[src/rtl/soft_oserdes_array.sv]
// soft_oserdes_array: lockstep multi-channel fabric serializer with per-word tristate.
// Optional PRBS7 stimulus mode enabled by defining SOFT_OSERDES_PRBS_EN.
module soft_oserdes_array #(
    parameter int   NCH        = 4,
    parameter int   DATA_WIDTH = 8,
    parameter logic INIT       = 1'b0,
    parameter bit   MSB_FIRST  = 1'b0
) (
    input  logic                      clk,
    input  logic                      rst_n,
`ifdef SOFT_OSERDES_PRBS_EN
    input  logic                      prbs_en,
`endif
    input  logic [NCH*DATA_WIDTH-1:0] din,
    input  logic [NCH-1:0]            tin,
    input  logic                      din_valid,
    output logic                      din_ready,
    output logic [NCH-1:0]            oq,
    output logic [NCH-1:0]            t_out,
    output logic                      busy,
    output logic                      underrun
);
    localparam int DW = DATA_WIDTH;
    localparam int CW = $clog2(DW);
    localparam int FB = MSB_FIRST ? DW - 1 : 0;

    if (DW != 4 && DW != 8) begin : g_bad_width
        $error("soft_oserdes_array: DATA_WIDTH must be 4 or 8");
    end
    if (NCH < 1 || NCH > 32) begin : g_bad_nch
        $error("soft_oserdes_array: NCH must be 1..32");
    end

    typedef enum logic {IDLE, RUN} state_t;
    state_t state, state_nxt;

    logic               buf_full;
    logic [NCH*DW-1:0]  buf_data;
    logic [NCH-1:0]     buf_tin;
    logic [NCH*DW-1:0]  sh, src, src_sh, load_word;
    logic [NCH-1:0]     first, load_tin;
    logic [CW-1:0]      cnt;
    logic               last, load_now, prbs;

`ifdef SOFT_OSERDES_PRBS_EN
    logic [7*NCH-1:0]   lfsr, lfsr_nxt;
    logic [NCH*DW-1:0]  prbs_word;
    logic               pb;
    assign prbs = prbs_en;

    // Advance each channel's PRBS7 (x^7+x^6+1) by one word and gather the bits in shift order
    always_comb begin
        lfsr_nxt  = lfsr;
        prbs_word = '0;
        pb        = 1'b0;
        for (int c = 0; c < NCH; c++) begin
            for (int i = 0; i < DW; i++) begin
                pb = lfsr_nxt[c*7+6] ^ lfsr_nxt[c*7+5];
                lfsr_nxt[c*7 +: 7] = {lfsr_nxt[c*7 +: 6], pb};
                prbs_word[c*DW + (MSB_FIRST ? DW-1-i : i)] = pb;
            end
        end
    end

    // LFSR state steps only when a PRBS word is loaded into the shifter
    always_ff @(posedge clk or negedge rst_n) begin
        if (!rst_n) begin
            for (int c = 0; c < NCH; c++) lfsr[c*7 +: 7] <= 7'(c + 1);
        end else if (load_now && prbs_en) begin
            lfsr <= lfsr_nxt;
        end
    end

    assign load_word = prbs ? prbs_word : buf_data;
`else
    assign prbs      = 1'b0;
    assign load_word = buf_data;
`endif
    assign load_tin = prbs ? '0 : buf_tin;
    assign busy     = (state == RUN);

    // Handshake, load decision and next state; a draining buffer can refill in the same cycle
    always_comb begin
        last      = (cnt == CW'(DW - 1));
        load_now  = (buf_full || prbs) && (state == IDLE || last);
        din_ready = (!buf_full || load_now) && !prbs;
        state_nxt = load_now ? RUN : (state == RUN && last) ? IDLE : state;
    end

    // Pick the word being presented and compute its first bit and remaining bits
    always_comb begin
        src    = load_now ? load_word : sh;
        first  = '0;
        src_sh = '0;
        for (int c = 0; c < NCH; c++) begin
            first[c]            = src[c*DW + FB];
            src_sh[c*DW +: DW]  = MSB_FIRST ? src[c*DW +: DW] << 1 : src[c*DW +: DW] >> 1;
        end
    end

    // State register
    always_ff @(posedge clk or negedge rst_n) begin
        if (!rst_n) state <= IDLE;
        else        state <= state_nxt;
    end

    // Holding buffer: filled on accept, emptied when the shifter takes it (never in PRBS mode)
    always_ff @(posedge clk or negedge rst_n) begin
        if (!rst_n) begin
            buf_full <= 1'b0;
            buf_data <= '0;
            buf_tin  <= '0;
        end else if (din_valid && din_ready) begin
            buf_full <= 1'b1;
            buf_data <= din;
            buf_tin  <= tin;
        end else if (load_now && !prbs) begin
            buf_full <= 1'b0;
        end
    end

    // Shifter and registered pad outputs; running dry returns to INIT and flags underrun
    always_ff @(posedge clk or negedge rst_n) begin
        if (!rst_n) begin
            oq       <= {NCH{INIT}};
            t_out    <= '1;
            sh       <= '0;
            cnt      <= '0;
            underrun <= 1'b0;
        end else if (load_now) begin
            cnt   <= '0;
            oq    <= first;
            sh    <= src_sh;
            t_out <= load_tin;
        end else if (state == RUN && !last) begin
            cnt <= cnt + CW'(1);
            oq  <= first;
            sh  <= src_sh;
        end else if (state == RUN) begin
            oq       <= {NCH{INIT}};
            t_out    <= '1;
            underrun <= 1'b1;
        end
    end
endmodule
[config.mk]
export PLATFORM = sky130hd
export DESIGN_NAME = soft_oserdes_array
export DESIGN_NICKNAME = d
export VERILOG_FILES = /design/src/rtl/soft_oserdes_array.sv
export SDC_FILE = /design/constraint.sdc
export NUM_CORES = 1
export LEC_CHECK = 0
export BUFFER_PORTS_ARGS = -buffer_cell sky130_fd_sc_hd__buf_4
export CAP_MARGIN = 20
export CORE_UTILIZATION = 58
export DETAILED_ROUTE_END_ITERATION = 10
export PLACE_DENSITY = 0.87
export SLEW_MARGIN = 20
export SYNTH_ARGS = -nofsm -noshare
export SYNTH_HDL_FRONTEND = slang
export SYNTH_SLANG_ARGS = --single-unit
[constraint.sdc]
create_clock -name clk -period 1.8 [get_ports clk]
set_input_delay 0.18 -clock clk [delete_from_list [all_inputs] [get_ports clk]]
set_output_delay 0.18 -clock clk [all_outputs]
set_load 0.03 [all_outputs]
==> report_table.html <==
<table>
<tr><th>Metric</th><th>Value</th></tr>
<tr><th colspan="2">Floorplanning</th></tr>
<tr><td>Overall die width</td><td>a little under 90 um</td></tr>
<tr><td>Top-level port count</td><td>50</td></tr>
<tr><td>Site Rows</td><td>30</td></tr>
<tr><td>Initial core utilization</td><td>0.6136</td></tr>
<tr><td>Overall die area</td><td>7734 um2</td></tr>
<tr><td>Area of the core</td><td>6982 um2</td></tr>
<tr><td>Chip Height</td><td>87.95 um</td></tr>
<tr><th colspan="2">Power and ir drop</th></tr>
<tr><td>Combinational group share of total power</td><td>0.459</td></tr>
<tr><td>Proportion of total power due to net switching</td><td>0.3317</td></tr>
<tr><td>Max rail drop VDD</td><td>0.0006789 V</td></tr>
<tr><td>Switch Pwr</td><td>2815 uW</td></tr>
<tr><td>Sequential Power Share</td><td>0.348</td></tr>
<tr><td>Pwr dens</td><td>around 1700 nW/um2</td></tr>
<tr><td>Internal portion of total power</td><td>approximately 5700 uW</td></tr>
<tr><td>Static leakage</td><td>0.002353 uW</td></tr>
<tr><td>Part of the power in the clock network</td><td>0.193</td></tr>
<tr><th colspan="2">Timing</th></tr>
<tr><td>Worst Clk Skew</td><td>between 0.009 and 0.01 ns</td></tr>
<tr><td>Total count of hold-check failures in the final report</td><td>0</td></tr>
<tr><td>Period Utilization, post-route</td><td>1.011</td></tr>
<tr><td>Relative slew slack</td><td>0.5755</td></tr>
<tr><td>Clock period minus worst slack</td><td>1.819 ns</td></tr>
<tr><td>Summed negative setup slack over all endpoints</td><td>-0.02219 ns</td></tr>
<tr><td>Number of setup violations in the final report</td><td>2</td></tr>
<tr><td>Worst Slack Setup Final</td><td>-0.01929 ns</td></tr>
<tr><td>Least-Margin Pin Slew</td><td>approximately 0.64 ns</td></tr>
<tr><td>FMAX</td><td>around 0.55 GHz</td></tr>
<tr><td>Number of pins exceeding their max-slew limit in the final report</td><td>0</td></tr>
<tr><th colspan="2">Synth</th></tr>
<tr><td>Post-synth net total</td><td>between 300 and 400</td></tr>
<tr><td>Async set or reset register ratio after synthesis</td><td>1.000</td></tr>
<tr><td>Cell type contributing the most total cell area after synthesis</td><td>sky130_fd_sc_hd__dfrtp_1</td></tr>
<tr><td>Count of distinct cell types in the synthesized netlist</td><td>26</td></tr>
<tr><td>Area share of the leading cell type in the synthesized netlist</td><td>0.4322</td></tr>
<tr><td>Per-instance average area after synthesis</td><td>11.97 um2</td></tr>
<tr><td>Synth area leaders</td><td>sky130_fd_sc_hd__dfrtp_1, sky130_fd_sc_hd__mux2_4, sky130_fd_sc_hd__nand4b_1</td></tr>
<tr><td>Flip-flop and latch count after synthesis</td><td>78</td></tr>
<tr><td>Cell with the most instances after synthesis</td><td>sky130_fd_sc_hd__dfrtp_1</td></tr>
<tr><td>Sequential share of the synthesized area</td><td>0.4568</td></tr>
<tr><td>Synth Warn #</td><td>0</td></tr>
<tr><td>Primary FF master, synth</td><td>sky130_fd_sc_hd__dfrtp_1</td></tr>
<tr><td>Commonest cells in the netlist</td><td>sky130_fd_sc_hd__dfrtp_1, sky130_fd_sc_hd__mux2_4, sky130_fd_sc_hd__nand2b_1, sky130_fd_sc_hd__nand2_1</td></tr>
<tr><td>Count of flip-flops with a built-in enable after synthesis</td><td>0</td></tr>
<tr><td>Synthesized instance count</td><td>358</td></tr>
<tr><td>Cell area after technology mapping</td><td>about 4300 um2</td></tr>
<tr><th colspan="2">Clocking</th></tr>
<tr><td>Clock slew seen by the registers of the worst setup and hold paths</td><td>around 0.08 ns</td></tr>
<tr><td>Max Root-Sink Buffers</td><td>2</td></tr>
<tr><td>H-tree depth</td><td>3</td></tr>
<tr><td>Clock buffers created by TritonCTS</td><td>9</td></tr>
<tr><td>Clock latency of the later-clocked register in the worst-skew pair</td><td>~0.36 ns</td></tr>
<tr><td>Clock tree root driver cell</td><td>sky130_fd_sc_hd__clkbuf_8</td></tr>
<tr><td>TritonCTS clock tree</td><td>done</td></tr>
<tr><td>Clock net sink count</td><td>around 80</td></tr>
<tr><th colspan="2">Route</th></tr>
<tr><td>Post-route ant nets</td><td>0</td></tr>
<tr><td>Detailed router's first-iteration violation count</td><td>between 200 and 250</td></tr>
<tr><td>DRC violations left</td><td>0</td></tr>
<tr><td>Vias per Instance</td><td>approximately 6</td></tr>
<tr><td>Detailed-route wire length</td><td>~9.3 mm</td></tr>
<tr><td>Total vias in the final route</td><td>approximately 2900</td></tr>
<tr><td>First-pass DRT Iterations</td><td>4</td></tr>
<tr><td>Wire length per cell</td><td>18.44 um</td></tr>
<tr><th colspan="2">Critical path</th></tr>
<tr><td>Arrival time of the worst setup path</td><td>slightly above 2 ns</td></tr>
<tr><td>Maximum fanout count along the critical path</td><td>11</td></tr>
<tr><td>WS Path Type</td><td>reg2reg</td></tr>
<tr><td>Sort of element at the start of the critical path</td><td>register</td></tr>
<tr><td>Data required time at the worst endpoint</td><td>between 2 and 2.5 ns</td></tr>
<tr><td>Endpoint type of the worst setup path</td><td>register</td></tr>
<tr><th colspan="2">Min path</th></tr>
<tr><td>Hold crit path type</td><td>in2reg</td></tr>
<tr><th colspan="2">Finish</th></tr>
<tr><td>Number of antenna repair diodes</td><td>0</td></tr>
<tr><td>Final standard cell count with taps included and fillers excluded</td><td>just over 500</td></tr>
<tr><td>Number of fill cells</td><td>460</td></tr>
<tr><td>Design Area, Final</td><td>5052 um2</td></tr>
<tr><td>Layout Area Growth over Synthesis</td><td>17.93%</td></tr>
<tr><td>Net count reported at finish</td><td>~440</td></tr>
<tr><td>Fraction of final layout cells with drive strength greater than 1</td><td>0.3710</td></tr>
<tr><th colspan="2">Outcome</th></tr>
<tr><td>Result of the run</td><td>finished with violations</td></tr>
<tr><td>Failing checks</td><td>negative setup slack</td></tr>
<tr><th colspan="2">Global route</th></tr>
<tr><td>Via count of the first global-routing pass</td><td>3045</td></tr>
<tr><td>Number of antenna violations at the first check in global routing</td><td>0</td></tr>
<tr><td>Tot GR Track Use</td><td>0.2546</td></tr>
<tr><td>Global route overflow</td><td>0</td></tr>
<tr><td>Pin count of the biggest net entering global routing</td><td>about 80</td></tr>
<tr><td>Wire length of the first global-routing pass</td><td>14.80 mm</td></tr>
<tr><th colspan="2">Place</th></tr>
<tr><td>Placed instance count</td><td>slightly below 500</td></tr>
<tr><td>Instance area at placement</td><td>about 4700 um2</td></tr>
<tr><td>Post-detail-place hpwl</td><td>about 5.4 mm</td></tr>
<tr><td>Gp weighted congestion</td><td>0.7690</td></tr>
<tr><td>Quantity of I/O buffers inserted on ports</td><td>49</td></tr>
<tr><th colspan="2">Flow run</th></tr>
<tr><td>Reported max-cap violation count</td><td>0</td></tr>
</table>
cells in the final DEF (no fill, tap or decap), types with 2 or more instances in the layout:
cell / count
sky130_fd_sc_hd__nand4b_1: 36
sky130_fd_sc_hd__mux2i_1: 9
sky130_fd_sc_hd__buf_12: 5
sky130_fd_sc_hd__nand2b_1: 38
sky130_fd_sc_hd__nand3b_1: 4
sky130_fd_sc_hd__mux2_2: 2
sky130_fd_sc_hd__nor2b_1: 3
sky130_fd_sc_hd__dfstp_2: 4
sky130_fd_sc_hd__clkbuf_1: 2
sky130_fd_sc_hd__dfrtp_1: 73
sky130_fd_sc_hd__nor2_1: 4
sky130_fd_sc_hd__buf_4: 61
sky130_fd_sc_hd__o221ai_1: 4
sky130_fd_sc_hd__nand2_1: 37
sky130_fd_sc_hd__bufinv_16: 3
sky130_fd_sc_hd__o211ai_1: 36
sky130_fd_sc_hd__clkbuf_8: 11
sky130_fd_sc_hd__o221a_2: 4
sky130_fd_sc_hd__mux2_4: 52
sky130_fd_sc_hd__inv_1: 4
sky130_fd_sc_hd__nand3_1: 4
power groups by stage:
stage	Sequential (uW)	Clock [uW]	Combinational [uW]
detailed placement	2950	0	3690
finish	2950	1640	3900
CTS	2930	1650	3930
global route	3020	1740	4180
floorplan	2930	0	2860
global placement	2910	0	3500
worst paths after layout:
path | to | slack, ns | cells after the start | from
max | buf_full | -0.02 | 6 | cnt[0]
min | buf_data[24] | 0.09 | 3 | din[24]
max reg2reg | buf_full | -0.02 | 6 | cnt[0]
min reg2reg | sh[3] | 0.51 | 1 | sh[4]
max in group asynchronous | buf_full | 1.02 | 3 | rst_n
min in group asynchronous | buf_data[4] | 0.40 | 3 | rst_n
logic make-up after synthesis:
family                     synth area share
adders and majority gates          0.005840
DFF                                  0.4568
muxes                                0.2085
AOI/OAI and AO/OA                   0.08353
buffers and inverters               0.05929
and+or+nand+nor                      0.1860
cell type report:
type / instances / area (um2) / share of cell area
multi-input cells: 239 / 2092 / 0.4141
flip-flops and latches: 78 / 1961 / 0.3881
repair buffers: 69 / 611.8 / 0.1211
clock buffers: 13 / 158.9 / 0.03145
well taps: 96 / 120.1 / 0.02377
clock inverters: 3 / 90.09 / 0.01783
inverters: 5 / 18.77 / 0.003715
worst max-delay path, cell delays in order, from the launching register on:
cell and delay, ns:
sky130_fd_sc_hd__dfrtp_1 0.43, sky130_fd_sc_hd__ha_2 0.22, sky130_fd_sc_hd__ha_4 0.12, sky130_fd_sc_hd__and3b_2 0.24
sky130_fd_sc_hd__buf_4 0.15, sky130_fd_sc_hd__bufbuf_16 0.27, sky130_fd_sc_hd__or2_2 0.27
per-stage QoR:
stage	hold WS, ns	setup slack (ns)	utilization	total power (uW)
finish	0.08988	-0.01929	0.7237	8488
global route	0.08006	-0.05749	0.7237	8949
CTS	0.08529	-0.01513	0.7240	8514
detailed placement	0.2385	0.1316	0.6765	6644
global placement	0.2361	0.1837	0.6765	6416
floorplan	-0.1156	0.1384	-	5784
what timing repair did:
item,4_1_cts,5_1_grt
hold buffers,1,0
buffers inserted,4,1
resized for setup,4,2
setup endpoints to repair,1,1
cloned,1,0
hold endpoints to repair,74,0
layer usage:
metal	wire (um)	vias up	track usage	share of wire
li1	-	1369	-	-
met1	4116	1498	0.3362	0.44
met2	4709	65	0.4214	0.51
met3	339	11	0.05278	0.037
met4	107	0	0.08197	0.012
met5	0	-	0	0
state kept, by name, summed over array words and instances (netlist names):
| signal | flops |
|---|---|
| busy | 1 |
| buf_tin | 4 |
| underrun | 1 |
| cnt | 3 |
| buf_data | 32 |
| buf_full | 1 |
| sh | 28 |
| oq | 4 |
| t_out | 4 |
No activity file was read; power rests on OpenSTA's default activity.
